## src/rtl/decode_multi_pkg.sv

```systemverilog
// Shared types for the multi-lane decode stage: unit/dependency classes, opcode map,
// fetched/decoded instruction records and the decode FSM state.
package decode_multi_pkg;

   typedef enum logic [1:0] {
      UNIT_ALU_INT,
      UNIT_LOAD_STORE,
      UNIT_FLOW,
      UNIT_NOT_IMPLEMENTED
   } OPCODE_UNIT;

   typedef enum logic [1:0] {
      DEPENDANCY_NO,
      DEPENDANCY_RS1,
      DEPENDANCY_RS2
   } OPCODE_DEPENDANCY;

   typedef enum logic [1:0] {
      RUN,
      WAIT_FLOW,
      HOLD
   } DECODE_STATE;

   localparam logic [6:0] OP_LUI    = 7'b0110111;
   localparam logic [6:0] OP_AUIPC  = 7'b0010111;
   localparam logic [6:0] OP_JAL    = 7'b1101111;
   localparam logic [6:0] OP_JALR   = 7'b1100111;
   localparam logic [6:0] OP_BRANCH = 7'b1100011;
   localparam logic [6:0] OP_LOAD   = 7'b0000011;
   localparam logic [6:0] OP_STORE  = 7'b0100011;
   localparam logic [6:0] OP_ALUI   = 7'b0010011;
   localparam logic [6:0] OP_ALU    = 7'b0110011;
   localparam logic [6:0] OP_FENCE  = 7'b0001111;
   localparam logic [6:0] OP_PRIVI  = 7'b1110011;

   typedef struct packed {
      logic [31:0] instruction;
      logic [31:0] pc;
   } INSTRUCTION_FECHED;

   typedef struct packed {
      OPCODE_UNIT       unit;
      OPCODE_DEPENDANCY dependancy;
      logic [31:0]      instruction;
      logic [31:0]      pc;
      logic [31:0]      pc_4;
   } INSTRUCTION_DECODED;

   function automatic logic [6:0] opcode_of(input logic [31:0] instr);
      return instr[6:0];
   endfunction

endpackage

```

## src/rtl/decode_lane.sv

```systemverilog
// Single-lane opcode classifier: maps a 7-bit opcode to execution unit and
// source-operand dependency. Purely combinational.
module decode_lane
   import decode_multi_pkg::*;
(
   input  logic [6:0]       opcode_i,
   output OPCODE_UNIT       unit_o,
   output OPCODE_DEPENDANCY dep_o
);

   always_comb begin
      unit_o = UNIT_NOT_IMPLEMENTED;
      dep_o  = DEPENDANCY_NO;
      case (opcode_i)
         OP_LUI, OP_AUIPC: begin unit_o = UNIT_ALU_INT;    dep_o = DEPENDANCY_NO;  end
         OP_ALUI:          begin unit_o = UNIT_ALU_INT;    dep_o = DEPENDANCY_RS1; end
         OP_ALU:           begin unit_o = UNIT_ALU_INT;    dep_o = DEPENDANCY_RS2; end
         OP_JAL:           begin unit_o = UNIT_FLOW;       dep_o = DEPENDANCY_NO;  end
         OP_JALR:          begin unit_o = UNIT_FLOW;       dep_o = DEPENDANCY_RS1; end
         OP_BRANCH:        begin unit_o = UNIT_FLOW;       dep_o = DEPENDANCY_RS2; end
         OP_LOAD:          begin unit_o = UNIT_LOAD_STORE; dep_o = DEPENDANCY_RS1; end
         OP_STORE:         begin unit_o = UNIT_LOAD_STORE; dep_o = DEPENDANCY_RS2; end
         OP_FENCE:         begin unit_o = UNIT_NOT_IMPLEMENTED; dep_o = DEPENDANCY_NO;  end
         OP_PRIVI:         begin unit_o = UNIT_NOT_IMPLEMENTED; dep_o = DEPENDANCY_RS1; end
         default:          begin unit_o = UNIT_NOT_IMPLEMENTED; dep_o = DEPENDANCY_NO;  end
      endcase
   end

endmodule

```

## src/rtl/decode_multi.sv

```systemverilog
// WIDTH-lane decode stage: classifies a fetched bundle, cuts it after the first
// flow instruction, registers it behind valid/ready and stalls until flow resolves.
module decode_multi
   import decode_multi_pkg::*;
#(
   parameter int unsigned WIDTH   = 2,
   parameter int unsigned HOLDOFF = 2
) (
   input  logic                               clk,
   input  logic                               reset,
   input  logic                               jump,
   input  logic                               flow_done,
   input  INSTRUCTION_FECHED  [WIDTH-1:0]     instr_i,
   input  logic               [WIDTH-1:0]     valid_i,
   output logic                               ready_i,
   output logic [$clog2(WIDTH+1)-1:0]         accept_o,
   output INSTRUCTION_DECODED [WIDTH-1:0]     instr_o,
   output logic               [WIDTH-1:0]     valid_o,
   input  logic                               ready_o
);

   localparam int unsigned CNT_W = $clog2(WIDTH+1);

   OPCODE_UNIT         lane_unit [WIDTH];
   OPCODE_DEPENDANCY   lane_dep  [WIDTH];

   DECODE_STATE        state_q, state_d, rel_state;
   logic [3:0]         hold_q, hold_d;
   logic [WIDTH-1:0]   valid_q, valid_d;
   INSTRUCTION_DECODED [WIDTH-1:0] instr_q, instr_d;

   logic               out_busy, take, cut_flow;
   logic [CNT_W-1:0]   cut_k;

   for (genvar g = 0; g < WIDTH; g++) begin : g_lane
      decode_lane u_lane (
         .opcode_i (opcode_of(instr_i[g].instruction)),
         .unit_o   (lane_unit[g]),
         .dep_o    (lane_dep[g])
      );
   end

   // Cut point: first valid flow lane, else the last valid lane (valid_i is contiguous).
   always_comb begin
      cut_k    = '0;
      cut_flow = 1'b0;
      for (int i = 0; i < WIDTH; i++) begin
         if (valid_i[i] && !cut_flow) begin
            cut_k    = CNT_W'(i);
            cut_flow = (lane_unit[i] == UNIT_FLOW);
         end
      end
   end

   assign out_busy  = (|valid_q) & ~ready_o;
   assign ready_i   = (state_q == RUN) & ~out_busy & ~jump;
   assign take      = ready_i & valid_i[0];
   assign accept_o  = take ? cut_k + CNT_W'(1) : '0;
   assign rel_state = (HOLDOFF == 0) ? RUN : HOLD;

   always_comb begin
      valid_d = valid_q;
      instr_d = instr_q;
      if (jump) begin
         valid_d = '0;
      end else if (take) begin
         for (int i = 0; i < WIDTH; i++) begin
            valid_d[i] = valid_i[i] && (CNT_W'(i) <= cut_k);
            if (valid_d[i]) begin
               instr_d[i].unit        = lane_unit[i];
               instr_d[i].dependancy  = lane_dep[i];
               instr_d[i].instruction = instr_i[i].instruction;
               instr_d[i].pc          = instr_i[i].pc;
               instr_d[i].pc_4        = instr_i[i].pc + 32'd4;
            end else begin
               instr_d[i] = '0;
            end
         end
      end else if (!out_busy) begin
         valid_d = '0;
      end
   end

   always_comb begin
      state_d = state_q;
      hold_d  = hold_q;
      if (jump) begin
         state_d = rel_state;
         hold_d  = 4'(HOLDOFF);
      end else begin
         case (state_q)
            RUN: begin
               if (take && cut_flow) state_d = WAIT_FLOW;
            end
            WAIT_FLOW: begin
               if (flow_done) begin
                  state_d = rel_state;
                  hold_d  = 4'(HOLDOFF);
               end
            end
            HOLD: begin
               if (hold_q <= 4'd1) begin
                  state_d = RUN;
                  hold_d  = '0;
               end else begin
                  hold_d = hold_q - 4'd1;
               end
            end
            default: state_d = RUN;
         endcase
      end
   end

   always_ff @(posedge clk) begin
      if (reset) begin
         state_q <= RUN;
         hold_q  <= '0;
         valid_q <= '0;
      end else begin
         state_q <= state_d;
         hold_q  <= hold_d;
         valid_q <= valid_d;
      end
      instr_q <= instr_d;
   end

   assign valid_o = valid_q;
   assign instr_o = instr_q;

endmodule

```

## config.mk

```make
export PLATFORM = sky130hd
export DESIGN_NAME = decode_multi
export DESIGN_NICKNAME = d
export VERILOG_FILES = /design/src/rtl/decode_multi_pkg.sv /design/src/rtl/decode_lane.sv /design/src/rtl/decode_multi.sv
export SDC_FILE = /design/constraint.sdc
export NUM_CORES = 1
export LEC_CHECK = 0
export ABC_AREA = 1
export CAP_MARGIN = 30
export CORE_UTILIZATION = 45
export CTS_CLUSTER_SIZE = 28
export DETAILED_ROUTE_END_ITERATION = 10
export MAX_ROUTING_LAYER = met4
export PLACE_DENSITY = 0.87
export SETUP_SLACK_MARGIN = 0.1
export SLEW_MARGIN = 25
export SYNTH_ARGS = -nofsm -noshare
export SYNTH_HDL_FRONTEND = slang
export SYNTH_SLANG_ARGS = --single-unit
```

## constraint.sdc

```tcl
create_clock -name clk -period 18.3 [get_ports clk]
set_clock_uncertainty 0.1 [all_clocks]
set_input_delay 4.575 -clock clk [delete_from_list [all_inputs] [get_ports clk]]
set_output_delay 4.575 -clock clk [all_outputs]
set_load 0.01 [all_outputs]
```

Yosys cells after proc, flatten, opt, wreduce, memory -nomap -nowiden

Cells that the tools add are included.

Bitwise operators: 7
Muxes and demuxes: 19
$add $sub $neg: 4
Equality and inequality tests: 31
Reduce and logical (&&, ||, !) cells: 25
Magnitude comparators: 3

Operators with widths:

| kind                  | number |
|---|---|
| $add 32x3->32 const B | 2 |
| $eq 7x7->1 const B    | 8 |
| $eq 7x6->1 const B    | 6 |
| $eq 7x5->1 const B    | 4 |
| $pmux 2 s3            | 3 |
| $mux 2                | 8 |
| $reduce_or 4->1       | 4 |
| $eq 7x2->1 const B    | 2 |
| $reduce_or 3->1       | 4 |
| $mux 4                | 2 |
| $pmux 2 s2            | 2 |
| $pmux 4 s2            | 1 |
| $reduce_or 2->1       | 4 |
| $eq 2x2->1 const B    | 3 |
| $ne 3x3->1 const B    | 2 |
| $reduce_and 2->1      | 3 |
| $reduce_and 3->1      | 2 |
| $and 1x1->1           | 4 |
| $le 1x2->1 const A    | 2 |
| $le 4x1->1 const B    | 1 |
| $logic_and 1x1->1     | 4 |
| $ne 2x1->1 const B    | 2 |
| $ne 2x2->1 const B    | 2 |
| $sub 4x1->4 const B   | 1 |
| 9 further kinds       | 13 |

Input port bits: 135
Bits in registers: 208

Depth between registers and ports, before layout

Depth in word-level cells: 12
Mapped depth: 8

By module

From an unflattened synthesis, not the netlist that was laid out.

Cell total of the unflattened synthesis: 1034
Area total of the unflattened synthesis: 9551.7 µm²

Modules (own cells, without submodules):

| module       | area an instance (µm²) | cells each | sequential area each (µm²) | instances |
|---|---|---|---|---|
| decode_multi | 9293.9                 | 974        | 6045.8                     | 1 |
| decode_lane  | 128.9                  | 30         | 0.0                        | 2 |

Worst setup path after synthesis

OpenSTA, ideal clock, no wires.

Path kind: input -> output
Start: in jump
End: out accept_o[1]
Buffers on the path: 0
Slack: 0.472 ns
Data arrival time: 13.153 ns
Stages on the path: 5
Cell sequence: inv_1 -> nand3_1 -> nor3_2 -> nand3_1 -> inv_1

Longest elaborated chain between the ends: 4

Ends and longest elaborated chain:

| what                | RTL line           | text |
|---|---|---|
| from (decl)         | decode_multi.sv:11 | `input logic jump,` |
| $not 1->1 (no line) | --                 |  |
| $and 1x1->1         | decode_multi.sv:56 | `assign ready_i = (state_q == RUN) & ~out_busy & ~jump;` |
| $and 1x1->1         | decode_multi.sv:57 | `assign take = ready_i & valid_i[0];` |
| $mux 2              | decode_multi.sv:58 | `assign accept_o = take ? cut_k + CNT_W'(1) : '0;` |
| to (decl)           | decode_multi.sv:16 | `output logic [$clog2(WIDTH+1)-1:0] accept_o,` |

Every way passes these cells.

Worst setup path after layout

Start: in valid_i[0]
End: out accept_o[0]

Longest elaborated chain between the ends: 6
Elaborated cells between the ends (all ways): 7

Ends and longest elaborated chain:

| what              | RTL line           | text |
|---|---|---|
| from (decl)       | decode_multi.sv:14 | `input logic [WIDTH-1:0] valid_i,` |
| $mux 1            | decode_multi.sv:48 | `if (valid_i[i] && !cut_flow) begin` |
| $logic_not 1->1   | decode_multi.sv:48 |  |
| $logic_and 1x1->1 | decode_multi.sv:48 |  |
| $mux 1            | decode_multi.sv:48 |  |
| $add 2x1->2       | decode_multi.sv:58 |  |
| $mux 2 (*)        | decode_multi.sv:58 |  |

Every way passes the cells marked *; elsewhere a longest branch is shown, timed or not.

==> reports/results.tsv <==
stage	metric	value	unit
power_and_ir_drop	leakage	5.78	nW
clock_network	clk slew on worst S/H paths	60	ps
clock_network	CTS buffer count	22	
power_and_ir_drop	total power	1.12	mW
floorplan	Die Width	147	um
setup_path	Critical-path top delay cell	inv_1	
layout	# fillers	1571	
timing	Worst slew margin	37.8	%
placement	GP Congestion	0.972	
setup_path	CP Cell Sequence	buf_2, buf_4, inv_1, nor3_4, buf_4, inv_1, nor2_1, clkdlybuf4s50_1	
floorplan	core area	20400	sq um
layout	antenna cells	0	
synthesis	Synth area leader	edfxtp_1	
timing	fin crit share	67.0	%
synthesis	multiplexer share of the synthesized area	0	%
power_and_ir_drop	VDD IR-drop max	0.0682	mV
synthesis	Synth Cell Area	9480	sq um
placement	I/O Buffers	339	
drt	routed vias	8149	
synthesis	cell count after synthesis	1016	
job	MaxCap Viol Count	0	
clock_network	Num Clock Sinks	204	
floorplan	Starting Density	46.4	%
layout	layout cells sized above 1	4.07	%
setup_path	CP Class	input port to output port	
synthesis	Avg Cell Area, Syn	9.33	sq um
clock_network	Resized Gates After CTS	0	
synthesis	Synth Net Count	1155	
synthesis	Synth cell types	32	
drt	Post-Route WL	27.2	mm
drt	drt first pass iters	7	
timing	max-slew violation count	0	
floorplan	I/O pin cnt	340	
floorplan	die height	147	um
timing	fin crit period	12260	ps
grt	grt total ovfl	0	
power_and_ir_drop	P per Cell Area	80.6	nW/um^2
timing	max frequency	81.6	MHz
drt	Vias/cell	4.95	
drt	antenna violation net count after detailed routing	0	
synthesis	ranking of synthesized cells by area	edfxtp_1, nand2_1, inv_1	
grt	largest net degree at the start of global routing	99	
clock_network	hold-fix buffers at CTS	0	
floorplan	# rows	52	
setup_path	CP peak stage delay	620	ps
setup_path	CP arrival	7580	ps
drt	routed len/inst	16.5	um
grt	vias in the first global route	7844	
layout	Area Growth Syn to Fin	46.2	%
clock_network	CTS tree	done	
synthesis	Synth Area in Simple Gates	22.0	%
synthesis	adder-cell area share of the yosys netlist	0.528	%
synthesis	post-synthesis xor/xnor area fraction	0.555	%
drt	Post-route DRC	0	
layout	area of the multi-input gates	2610	sq um
min_path	Hold WC Path Type	register to register	
timing	endpoints failing setup	0	
synthesis	Synth Area in Compound Gates	4.32	%
layout	Design Area, Final	13900	sq um
setup_path	worst-path fanout max	75	
setup_path	Top delay family on crit path	buffers and inverters	
clock_network	later-pin clock latency in the skew report	500	ps
grt	antenna violations before repair	0	
synthesis	Synth warnings	0	
layout	Final nets	1499	
clock_network	root buf cell	clkbuf_16	
outcome	status	completed	
timing	Fin. Hold Viols	0	
timing	setup TNS	0	ps
setup_path	Critical Path Source Type	input port	
setup_path	CP bufs+invs	6	
timing	Worst-Margin Slew	934	ps
clock_network	Clock Tree Buf Depth	3	
placement	placed cell area	13100	sq um
placement	detailed placer's ending HPWL	20.2	mm
grt	first-pass GRT wire length	40.9	mm
clock_network	Post-CTS Setup Inserts	0	
clock_network	maximum level of the CTS H-tree	1	
floorplan	die area	21600	sq um
synthesis	#FFs+latches synth	204	
setup_path	Req. time, crit path	13620	ps
setup_path	nature of the critical path endpoint	output port	
grt	total track usage	25.1	%
synthesis	sequential area share after synthesis	63.8	%
layout	Sequential Area	6050	sq um
synthesis	largest family of logic cells by synthesized area	simple AND/OR/NAND/NOR gates	
timing	RSZ-0062 raised after global routing	no	
synthesis	top-area cell type share of the netlist area	62.1	%
drt	DR iter-0 viols	744	
==> sequential cells by signal, indices dropped and copies added, names as in the netlist <==
name	count
hold_q	4
instr_o	196
state_q	2
valid_o	2
==> layout make-up <==
cell class                 instances  area share (%)
multi-input combinational        603            18.8
clock buffer                      32            4.69
sequential                       204            43.6
timing repair buffer             345            24.9
tap                              270            2.44
inverter                         184            4.98
clock inverter                     8           0.515
==> worst register-to-register path, cell delays in order (launching register included) <==
cell     delay, ps
dfxtp_1        320
inv_1           80
nand3_1        140
nor3_4         200
buf_4          530
buf_4          720
==> through the flow <==
stage	cells	utilization, %	hold slack [ps]	worst slack [ps]
2_1_floorplan	1016	-	369	472
3_3_place_gp	1605	64.2	380	6070
3_5_place_dp	1605	64.2	388	6020
4_1_cts	1645	67.7	404	5980
5_1_grt	1646	67.8	431	5750
6_report	1646	67.8	407	6040
==> cells by family after synthesis <==
family / after synthesis
AND/OR/NAND/NOR: 514
buffers and inverters: 209
XOR/XNOR: 6
flip-flops: 204
adder cells (fa/ha/maj): 4
AO/OA/AOI/OAI: 79
==> placed cells by master, fill, tap and decap left out <==
cell type and count:
clkbuf_1 5, or2_0 1, buf_16 1, a21oi_1 53
clkbuf_16 23, xnor2_1 1, nand4_1 9, clkinv_1 2
buf_2 1, dfxtp_1 8, o21ai_0 20, nand3_4 1
inv_2 1, clkdlybuf4s50_1 338, nand2_4 1, o21a_1 4
nor2_1 177, nand3_1 37, nor3b_1 1, a31oi_1 1
clkinvlp_4 2, bufinv_16 1, nor3_4 1, nor2_4 1
nand2_1 263, edfxtp_1 196, nand4_2 1, clkbuf_8 4
or2_2 1, and3_1 1, inv_1 183, o31ai_1 1
nor2_2 8, buf_4 5, clkinv_2 2, xor2_1 5
clkinv_4 1, nand3_2 1, ha_1 4, nor3_1 10
==> power by group <==
part / switching, mW / internal, mW / total [mW]
clock network: 0.177 / 0.261 / 0.437
registers: 0.00568 / 0.534 / 0.540
logic: 0.0727 / 0.0675 / 0.140
total: 0.255 / 0.862 / 1.12
==> final timing paths <==
| check | slack (ps) | end | cells after the start | startpoint |
|---|---|---|---|---|
| setup / recovery | 6040 | accept_o[0] | 8 | valid_i[0] |
| hold reg to reg | 410 | valid_o[1]$_SDFFE_PP0P_ | 2 | valid_o[1]$_SDFFE_PP0P_ |
| hold / removal | 410 | valid_o[1]$_SDFFE_PP0P_ | 2 | valid_o[1]$_SDFFE_PP0P_ |
| setup reg to reg | 15810 | instr_o[85]$_SDFFCE_PN0P_ | 5 | state_q[0]$_SDFFE_PP0P_ |
==> layer usage <==
metal / vias up / GRT usage, % / wire, um
li1: 3936 / - / -
met1: 3709 / 28.9 / 10200
met2: 427 / 42.5 / 13500
met3: 77 / 4.66 / 2340
met4: 0 / 11.5 / 1200
met5: - / - / 0
==> synthesized netlist by cell type, drive strengths merged <==
cell and count:
xor2 5, and3 1, edfxtp 196, ha 4, nor2 186, nor3b 1
clkbuf 10, xnor2 1, buf 15, nor3 11, dfxtp 8, o31ai 1
nand2 264, inv 184, a21oi 53, o21a 4, or2 2, nand4 10
nand3 39, o21ai 20, a31oi 1
(Power assumes the default switching activity.)
